==> src/rtl/risc_iunit.sv <==
// Instruction unit of the 13-bit RISC core: PC, instruction register and
// combinational decode of the IR into register fields and a one-hot ALU select.
module risc_iunit #(
    parameter int PC_WIDTH = 5,
    parameter int IW       = 13
) (
    input  logic                clk,
    input  logic                rst_n,        // active-high despite the name
    input  logic [IW-1:0]       instruction,
    output logic [PC_WIDTH-1:0] pc,
    output logic [IW-1:0]       ir,
    output logic [3:0]          opcode,
    output logic [2:0]          rd,
    output logic [2:0]          rs1,
    output logic [2:0]          rs2,
    output logic [12:0]         op_sel,
    output logic                uses_rs2,
    output logic                illegal
);

    logic [PC_WIDTH-1:0] r_pc;
    logic [IW-1:0]       r_ir;
    logic [3:0]          w_opcode;
    logic [12:0]         w_op_sel;
    logic                w_uses_rs2;
    logic                w_illegal;

    // PC wraps naturally at 2**PC_WIDTH; an asserted reset drops the in-flight word.
    always_ff @(posedge clk or posedge rst_n) begin
        if (rst_n) begin
            r_pc <= '0;
            r_ir <= '0;
        end else begin
            r_pc <= r_pc + PC_WIDTH'(1);
            r_ir <= instruction;
        end
    end

    assign w_opcode = r_ir[12:9];

    always_comb begin
        w_op_sel   = '0;
        w_uses_rs2 = 1'b0;
        w_illegal  = 1'b0;
        if (w_opcode >= 4'd14) begin
            w_illegal = 1'b1;
        end else if (w_opcode != 4'd0) begin
            w_op_sel   = 13'd1 << (w_opcode - 4'd1);
            w_uses_rs2 = (w_opcode <= 4'd5);
        end
    end

    assign pc       = r_pc;
    assign ir       = r_ir;
    assign opcode   = w_opcode;
    assign rd       = r_ir[8:6];
    assign rs1      = r_ir[5:3];
    assign rs2      = r_ir[2:0];
    assign op_sel   = w_op_sel;
    assign uses_rs2 = w_uses_rs2;
    assign illegal  = w_illegal;

endmodule

==> config.mk <==
export PLATFORM = sky130hd
export DESIGN_NAME = risc_iunit
export DESIGN_NICKNAME = d
export VERILOG_FILES = /design/src/rtl/risc_iunit.sv
export SDC_FILE = /design/constraint.sdc
export NUM_CORES = 1
export LEC_CHECK = 0
export CAP_MARGIN = 10
export CORE_UTILIZATION = 30
export DETAILED_ROUTE_END_ITERATION = 10
export PLACE_DENSITY = 0.75
export SYNTH_ARGS = -nofsm -noshare
export SYNTH_HDL_FRONTEND = slang
export SYNTH_SLANG_ARGS = --single-unit
==> constraint.sdc <==
create_clock -name clk -period 1.5 [get_ports clk]
set_input_delay 0.3 -clock clk [delete_from_list [all_inputs] [get_ports clk]]
set_output_delay 0.3 -clock clk [all_outputs]
set_load 0.02 [all_outputs]
==> metrics.cfg, run 1 <==
[routing]
wirelength_mm=2.00
drc=0
viasPerCell=4.38
first_pass_iters=4
drt_iter0_markers=3
ant_nets=0
wire_per_inst_um=12.1
num_vias=727

[finish]
drive_gt1_share_pct=52.9
fillers=215
final_nets=155
fin_cells=166
design_area_um2=1670
layout_commonest_cell=dlygate4sd2_1
diodes=0
final_cell_mix=dlygate4sd2_1 (23), buf_6 (22), clkdlybuf4s50_1 (14), dfrtp_1 (14), buf_4 (12)
syn_to_final_growth_pct=101

[cts]
cts_buffer_depth=2
cts_htree_levels=1
cts_tree=done
clockRootBuffer=clkbuf_4
clkSlewWorstSetupHoldPaths_ns=0.09
hold_buffers=0
cts_num_sinks=18
numCtsBuffers=3
clock_latency_ns=0.29

[power]
power_density_nw_per_um2=677
leakagePower_uw=0.000781
p_sw_share_pct=28.1
ir_worst_vdd_uv=606
p_comb_share_pct=28.6
p_clk_share_pct=25.6
seq_power_share_pct=45.8
power.switching_uw=318
p_int_uw=815

[floorplan]
initial_core_util_pct=32.7
core_um2=2540
pin_count=61
dieArea_um2=2990
fp-row-count=18
die_y_um=54.7
die_x_um=54.7

[synth]
ys_types=21
synth.cell_area_um2=832
ys_warn_count=0
syn_area_per_cell_um2=11.9
seq_area_frac_synth_pct=54.1
syn-instance-count=70
yosys_register_bits=18
syn_nets=88

[setup_path]
rr_worst_depth=3
crit_arrival_ns=1.58
path_class=reg -> out
startpoint_type=flop
crit_path_end_kind=output port
worstPathMaxFanout=4
required_ns=1.20

[placed_design]
hpwl_mm=1.54
place_ws_ns=-0.519
portBuffers=60
placedCellCount=154
dpl_cell_area_um2=1530
gp_congestion=0.678

[global_route]
grt_use_total_pct=14.1
grt_pass1_wl_mm=2.92
antenna_found_initial=0
grt_overflow=0
grt_start_max_net_pins=19
grt_pass1_vias=684

[timing]
timing.hold.ws_ns=0.304
fin_crit_ns=1.88
tightest_slew_ns=0.219
hold_violations=0
rsz0062_at_grt=yes
finalSetupViolCount=15
max_freq_mhz=531
slew_headroom_pct=85.5
slew_viol_final=0
finalWorstSetupSlack_ns=-0.383
fin_crit_sh_pct=126
finalClockSkew_ns=0.000130
finalSetupTns_ns=-4.74

[outcome]
status=finished, violations left
violations=setup timing

[run]
drv_cap=0

[worst_hold_path]
hold_class=in -> async

## cell usage after synthesis
| cell type | number | area [um2] |
|---|---|---|
| nor2_1 | 4 | 15.0 |
| nand2b_1 | 4 | 25.0 |
| nor3b_2 | 1 | 12.5 |
| mux2i_1 | 2 | 20.0 |
| nand3_1 | 2 | 10.0 |
| a211oi_1 | 2 | 15.0 |
| nor3b_1 | 1 | 7.51 |
| and3_2 | 1 | 7.51 |
| nand2_1 | 3 | 11.3 |
| and4b_2 | 1 | 11.3 |
| dfrtp_1 | 18 | 450 |
| nor3_1 | 4 | 20.0 |
| ha_1 | 3 | 37.5 |
| xor2_1 | 1 | 8.76 |
| inv_1 | 3 | 11.3 |
| buf_4 | 14 | 105 |
| nand2b_2 | 1 | 8.76 |
| buf_6 | 1 | 11.3 |
| nor3_4 | 1 | 16.3 |
| nand3_2 | 1 | 10.0 |
| xnor2_1 | 2 | 17.5 |
## cells by family after synthesis
family / count (synthesis) / share of synthesized area [%]
fa+ha+maj: 3 / 4.51
mux: 2 / 2.41
compound gates: 2 / 1.80
buf+inv: 18 / 15.3
flops: 18 / 54.1
simple gates: 24 / 18.6
xor+xnor: 3 / 3.16
## power by group through the flow
stage | logic [uW] | registers, uW | clock network, uW
final | 323 | 519 | 290
after global routing | 344 | 522 | 327
after CTS | 318 | 519 | 305
after detailed placement | 299 | 532 | 0
after global placement | 296 | 530 | 0
after floorplan | 142 | 555 | 0
## stage by stage
stage,utilization (%),power [uW]
floorplan,-,697
global placement,60.2,826
detailed placement,60.2,832
CTS,65.1,1140
global route,65.7,1190
finish,65.7,1130
## timing repair
item                                   CTS  global route
setup endpoints to repair               46            23
pin swaps                                7             4
setup buffers                            7             3
gates resized for setup                149            16
endpoints found under the hold margin    0             0
## critical path, stage by stage, from the launching register on
cell,delay (ns)
dfrtp_2,0.47
nor3_4,0.24
buf_6,0.13
buf_6,0.09
mux2i_4,0.21
buf_6,0.14
## path summary, 6_finish.rpt
| kind | startpoint | endpoint | slack [ns] |
|---|---|---|---|
| worst max-delay path | ir[10]$_DFF_PP0_ | op_sel[3] | -0.38 |
| worst min-delay path | rst_n | ir[4]$_DFF_PP0_ | 0.30 |
| worst max register to register | pc[0]$_DFF_PP0_ | pc[4]$_DFF_PP0_ | 0.57 |
| worst min register to register | pc[0]$_DFF_PP0_ | pc[0]$_DFF_PP0_ | 0.48 |
| max in group asynchronous | rst_n | ir[9]$_DFF_PP0_ | 1.00 |
| min in group clk | instruction[3] | ir[3]$_DFF_PP0_ | 0.43 |
## layer usage
layer | GRT usage, % | up-vias | part of all wire [%] | wire (um)
li1 | - | 348 | - | -
met1 | 15.1 | 328 | 37 | 732
met2 | 26.1 | 49 | 52 | 1040
met3 | 2.78 | 2 | 10 | 201
met4 | 6.41 | 0 | 1.4 | 29
met5 | 0 | - | 0 | 0
## area by class of cell
cell class / instances / area [um2] / share of cell area, %
repair buffers: 77 / 719 / 43.0
inverters: 3 / 11.3 / 0.673
multi-input cells: 34 / 413 / 24.7
flip-flops and latches: 18 / 455 / 27.2
well taps: 30 / 37.5 / 2.24
clock buffers: 4 / 36.3 / 2.17
## flip-flops by register name, summed over array words and instances, names as in the netlist
| name | flops |
|---|---|
| pc | 5 |
| ir | 13 |
Note: power is estimated with default switching activity, not from simulation.
==> run 2: changes to the inputs <==
Settings changed: CORE_UTILIZATION 30 to 36, PLACE_DENSITY 0.75 to 0.84.
Clock period 1.5 ns to 2.4 ns, I/O delays scaled along.
==> metrics.cfg, run 2 (synthesis results as in run 1) <==
[routing]
wirelength_mm=1.73  ; -13%
drc=0  ; unchanged
wire_per_inst_um=11.5  ; -4.3%
ant_nets=0  ; unchanged
num_vias=662  ; -8.9%
first_pass_iters=5  ; +1
viasPerCell=4.41  ; +0.77%
drt_iter0_markers=4  ; +1

[timing]
finalSetupTns_ns=0  ; +4.74 ns
rsz0062_at_grt=no
max_freq_mhz=444
hold_violations=0  ; unchanged
slew_viol_final=0  ; unchanged
tightest_slew_ns=0.631  ; +0.412 ns
finalClockSkew_ns=0.000338  ; +0.000208 ns
timing.hold.ws_ns=0.474  ; +0.170 ns
fin_crit_ns=2.25
slew_headroom_pct=57.9  ; -28 points
finalSetupViolCount=0  ; -15
fin_crit_sh_pct=93.8

[setup_path]
r2r-start=pc[0]$_DFF_PP0_
reg2reg_slack_ns=1.44  ; +0.87 ns
r2r-end=pc[4]$_DFF_PP0_
slowest_delay_ns=0.40  ; -0.07 ns
path_cells=nor2_1, ha_2, nand3_2, nor3b_1, dlygate4sd2_1
cpMaxStageDelayCell=ha_2
path_class=reg -> out
crit_arrival_ns=1.77  ; +0.19 ns
rr_worst_depth=3  ; unchanged
startpoint_type=flop
worstPathMaxFanout=7  ; +3
required_ns=1.92  ; +0.72 ns
crit_path_end_kind=output port

[finish]
final_cell_mix=clkdlybuf4s50_1 (47), dfrtp_1 (18), dlygate4sd2_1 (13)
diodes=0  ; unchanged
layout_commonest_cell=clkdlybuf4s50_1
final_nets=141  ; -9.0%
drive_gt1_share_pct=11.5  ; -41 points
largest_reg_flops=13  ; unchanged
syn_to_final_growth_pct=67.8
fillers=177  ; -18%

[floorplan]
core_um2=2190  ; -14%
dieArea_um2=2510  ; -16%
die_x_um=50.1  ; -8.4%
initial_core_util_pct=38.0  ; +5.3 points
pin_count=61  ; unchanged
die_y_um=50.1  ; -8.4%
fp-row-count=17  ; -1

[power]
power.switching_uw=171  ; -46%
leakagePower_uw=0.000644  ; -18%
ir_worst_vdd_uv=374  ; -38%
p_clk_share_pct=26.9  ; +1.3 points
p_comb_share_pct=24.1  ; -4.5 points
seq_power_share_pct=49.0  ; +3.2 points
p_int_uw=486  ; -40%
power_density_nw_per_um2=471  ; -30%
p_sw_share_pct=26.0  ; -2.0 points

[global_route]
grt_use_total_pct=15.0  ; +0.91 points
grt_start_max_net_pins=19  ; unchanged
antenna_found_initial=0  ; unchanged
grt_overflow=0  ; unchanged
grt_pass1_vias=679  ; -0.73%
grt_pass1_wl_mm=2.84  ; -2.8%

[cts]
cts_buffer_depth=2  ; unchanged
clockRootBuffer=clkbuf_4
clock_latency_ns=0.29  ; about the same
numCtsBuffers=3  ; unchanged
cts_num_sinks=18  ; unchanged
hold_buffers=0  ; unchanged
cts_tree=done
cts_htree_levels=1  ; unchanged
clkSlewWorstSetupHoldPaths_ns=0.09  ; about the same

[run]
drv_cap=0  ; unchanged

[placed_design]
hpwl_mm=1.34  ; -13%
portBuffers=60  ; unchanged
gp_congestion=0.725  ; +7.0%

[worst_hold_path]
hold_start=pc[4]$_DFF_PP0_
hold_depth=1
hold_class=reg -> reg
hold_end=pc[4]$_DFF_PP0_

[outcome]
status=completed

==> run 2: cell count changes in the layout (fill, tap and decap cells not counted), moves of 9 or more <==
| cell | delta |
|---|---|
| buf_4 | -9 |
| buf_6 | -22 |
| clkdlybuf4s50_1 | +33 |
| dlygate4sd2_1 | -10 |
==> run 2: per-stage QoR <==
stage / utilization, % / setup WS [ns] / instance area (um2) / instances / total power [uW]
2_1_floorplan: - / 0.182 / 832 / 70 / 417
3_3_place_gp: 62.7 / 0.198 / 1370 / 146 / 489
3_5_place_dp: 62.7 / 0.148 / 1370 / 146 / 492
4_1_cts: 63.7 / 0.132 / 1400 / 150 / 668
5_1_grt: 63.7 / 0.0315 / 1400 / 150 / 692
6_report: 63.7 / 0.148 / 1400 / 150 / 658
==> run 2: timing repair <==
item | CTS | global route
buffers inserted | 0 | 0
endpoints found under the hold margin | 0 | 0
gates resized for setup | 14 | 0
endpoints found under the setup margin | 13 | 0
==> run 2: how the worst max path moves through the flow <==
stage	from	endpoint	slack [ns]
after global placement	ir[10]$_DFF_PP0_	op_sel[9]	0.20
after floorplan	ir[10]$_DFF_PP0_	op_sel[10]	0.18
after CTS	ir[10]$_DFF_PP0_	op_sel[10]	0.13
after detailed placement	ir[10]$_DFF_PP0_	op_sel[10]	0.15
final	ir[10]$_DFF_PP0_	op_sel[10]	0.15
after global routing	ir[10]$_DFF_PP0_	op_sel[10]	0.03
==> run 2: layer usage <==
layer / vias to the layer above / routed length, um / share of wire (%) / GRT usage (%)
met5: - / 0 / 0 / 0
met1: 297 / 707 / 41 / 16.2
met4: 0 / 9 / 0.52 / 8.57
met2: 43 / 810 / 47 / 24.9
li1: 320 / - / - / -
met3: 2 / 204 / 12 / 5.56
==> run 2: area by class of cell <==
| cell class | instances | area [um2] | area share (%) |
|---|---|---|---|
| well taps | 28 | 35.0 | 2.51 |
| inverters | 3 | 11.3 | 0.806 |
| repair buffers | 63 | 607 | 43.5 |
| flip-flops and latches | 18 | 450 | 32.3 |
| multi-input cells | 34 | 256 | 18.4 |
| clock buffers | 4 | 36.3 | 2.60 |
==> run 2: power groups by stage <==
stage | logic [uW] | registers, uW | clock network [uW]
2_1_floorplan | 72.7 | 344 | 0
3_3_place_gp | 161 | 328 | 0
3_5_place_dp | 164 | 329 | 0
4_1_cts | 160 | 323 | 186
5_1_grt | 168 | 325 | 199
6_report | 158 | 322 | 177
==> run 2: worst max-delay path, delay by kind of cell (launching register included) <==
kind                     cells  cell delay [ns]
buffers and inverters        1             0.35
flip-flops                   1             0.37
adder cells (fa/ha/maj)      1             0.40
AND/OR/NAND/NOR              3             0.36
==> run 3: changes to the inputs <==
Settings changed: CORE_UTILIZATION 36 to 30, MAX_ROUTING_LAYER set to met4, PLACE_DENSITY 0.84 to 0.75, RECOVER_POWER set to 100.
Clock period 2.4 ns to 2.05 ns, I/O delays scaled along.
==> metrics.cfg, run 3 (synthesis results as in run 1) <==
[global_route]
grt_overflow=0  ; unchanged
gr-max-usage-layer=met2
use_met1_pct=14.5  ; -1.6 points
met2_usage_pct=24.3  ; -0.59 points
grt_use_total_pct=13.3  ; -1.7 points
antenna_found_initial=0  ; unchanged
grt_pass1_vias=639  ; -5.9%
grt_pass1_wl_mm=2.75  ; -2.9%
grt_start_max_net_pins=19  ; unchanged
grtUsageMet3_pct=2.22  ; -3.3 points

[setup_path]
crit_arrival_ns=1.53  ; -0.24 ns
r2r-start=pc[0]$_DFF_PP0_
cpMaxStageDelayCell=dfrtp_1
required_ns=1.64  ; -0.28 ns
path_cells=nor2_4, buf_4, ha_1, nand2_1, a211oi_2, clkbuf_2
path_class=reg -> out
rr_worst_depth=2  ; -1
crit_family=flip-flops
r2r-end=pc[2]$_DFF_PP0_
startpoint_type=flop
worstPathMaxFanout=2  ; -5
crit_buf_inv=2  ; +1
crit_start=ir[10]$_DFF_PP0_
critPathCapture=op_sel[11]
reg2reg_slack_ns=1.12  ; -0.32 ns
cp.depth=6  ; +1
slowest_delay_ns=0.41  ; about the same
crit_path_end_kind=output port

[timing]
rsz0062_at_grt=yes
hold_violations=0  ; unchanged
finalWorstSetupSlack_ns=0.108  ; -0.0402 ns
fin_crit_sh_pct=94.7
slew_headroom_pct=56.9  ; -1.0 points
max_freq_mhz=515
finalSetupTns_ns=0  ; unchanged
tightest_slew_ns=0.646  ; +0.0154 ns
fin_crit_ns=1.94
finalSetupViolCount=0  ; unchanged
slew_viol_final=0  ; unchanged
finalClockSkew_ns=0.00192  ; +0.00158 ns

[floorplan]
initial_core_util_pct=32.7  ; -5.3 points
dieArea_um2=2990  ; +19%
die_x_um=54.7  ; +9.2%
fp-row-count=18  ; +1
core_um2=2540  ; +16%
die_y_um=54.7  ; +9.2%
pin_count=61  ; unchanged

[cts]
numCtsBuffers=3  ; unchanged
clock_latency_ns=0.28  ; about the same
cts_tree=done
clockRootBuffer=clkbuf_4
cts_buffer_depth=2  ; unchanged
hold_buffers=0  ; unchanged
clkSlewWorstSetupHoldPaths_ns=0.10  ; about the same
cts_num_sinks=18  ; unchanged
cts_htree_levels=1  ; unchanged

[finish]
diodes=0  ; unchanged
final_cell_mix=dlygate4sd3_1 (39), dfrtp_1 (17), clkbuf_2 (7), buf_4 (7), clkdlybuf4s50_1 (6)
syn_to_final_growth_pct=67.8  ; unchanged
drive_gt1_share_pct=24.2  ; +13 points
final_nets=143  ; +1.4%
layout_commonest_cell=dlygate4sd3_1
design_area_um2=1400  ; unchanged
largest_reg_flops=13  ; unchanged

[routing]
drt_iter0_markers=3  ; -1
wirelength_mm=1.81  ; +4.2%
wire_per_inst_um=11.7  ; +1.5%
first_pass_iters=2  ; -3
viasPerCell=4.34  ; -1.6%
num_vias=669  ; +1.1%
drc=0  ; unchanged
ant_nets=0  ; unchanged

[run]
drv_cap=0  ; unchanged

[power]
ir_worst_vdd_uv=393  ; +5.2%
leakagePower_uw=0.000623  ; -3.2%
power_density_nw_per_um2=546  ; +16%

[outcome]
status=completed

[placed_design]
portBuffers=60  ; unchanged
gp_congestion=0.734  ; +1.3%
dpl_cell_area_um2=1390  ; +1.5%
place_ws_ns=-0.103  ; -0.251 ns
hpwl_mm=1.44  ; +7.0%

[worst_hold_path]
hold_class=reg -> reg

run 3: cell count changes in the layout (fill, tap and decap cells not counted), moves of 4 or more:
cell,delta
dlygate4sd3_1,+39
clkdlybuf4s50_1,-41
buf_4,+4
dlygate4sd2_1,-11
clkbuf_2,+7
clkbuf_1,+4
run 3: layout make-up:
class | count | area, um2
Timing Repair Buffer | 65 | 571
Tap cell | 30 | 37.5
Fill cell | 243 | 1150
Multi-Input combinational cell | 34 | 289
Clock buffer | 4 | 36.3
Sequential cell | 18 | 452
Inverter | 3 | 11.3
run 3: worst min path at each step:
stage / cells after the start / end / slack [ns] / from
2_1_floorplan: 1 / ir[0]$_DFF_PP0_ / 0.35 / rst_n
3_5_place_dp: 1 / pc[4]$_DFF_PP0_ / 0.47 / pc[4]$_DFF_PP0_
5_1_grt: 1 / pc[4]$_DFF_PP0_ / 0.49 / pc[4]$_DFF_PP0_
6_report: 1 / pc[4]$_DFF_PP0_ / 0.48 / pc[4]$_DFF_PP0_
3_3_place_gp: 1 / pc[4]$_DFF_PP0_ / 0.46 / pc[4]$_DFF_PP0_
4_1_cts: 1 / pc[4]$_DFF_PP0_ / 0.49 / pc[4]$_DFF_PP0_
run 3: what timing repair did:
item | in CTS | in global routing
setup buffers | 1 | 0
resized for setup | 32 | 25
hold endpoints to repair | 0 | 0
setup endpoints to repair | 15 | 14
pin swaps | 1 | 1
run 3: power by group:
| part | total [uW] | internal, uW | leakage [uW] | switching, uW |
|---|---|---|---|---|
| clock | 207 | 108 | 0.0000210 | 99.3 |
| combinational | 177 | 82.4 | 0.000391 | 94.3 |
| sequential | 378 | 368 | 0.000211 | 9.88 |
run 3: metal layers:
metal  up-vias  wire length (um)
li1        326                 -
met2        43               926
met5         -                 0
met4         0                 0
met1       300               685
met3         0               194
run 3: per-stage QoR:
step           hold slack (ns)  std cells  util [%]  total power (uW)
2_1_floorplan            0.349         70         -               489
3_3_place_gp             0.461        149      54.8               577
3_5_place_dp             0.466        149      54.8               579
4_1_cts                  0.490        154      56.2               789
5_1_grt                  0.489        154      54.9               804
6_report                 0.478        154      54.9               762
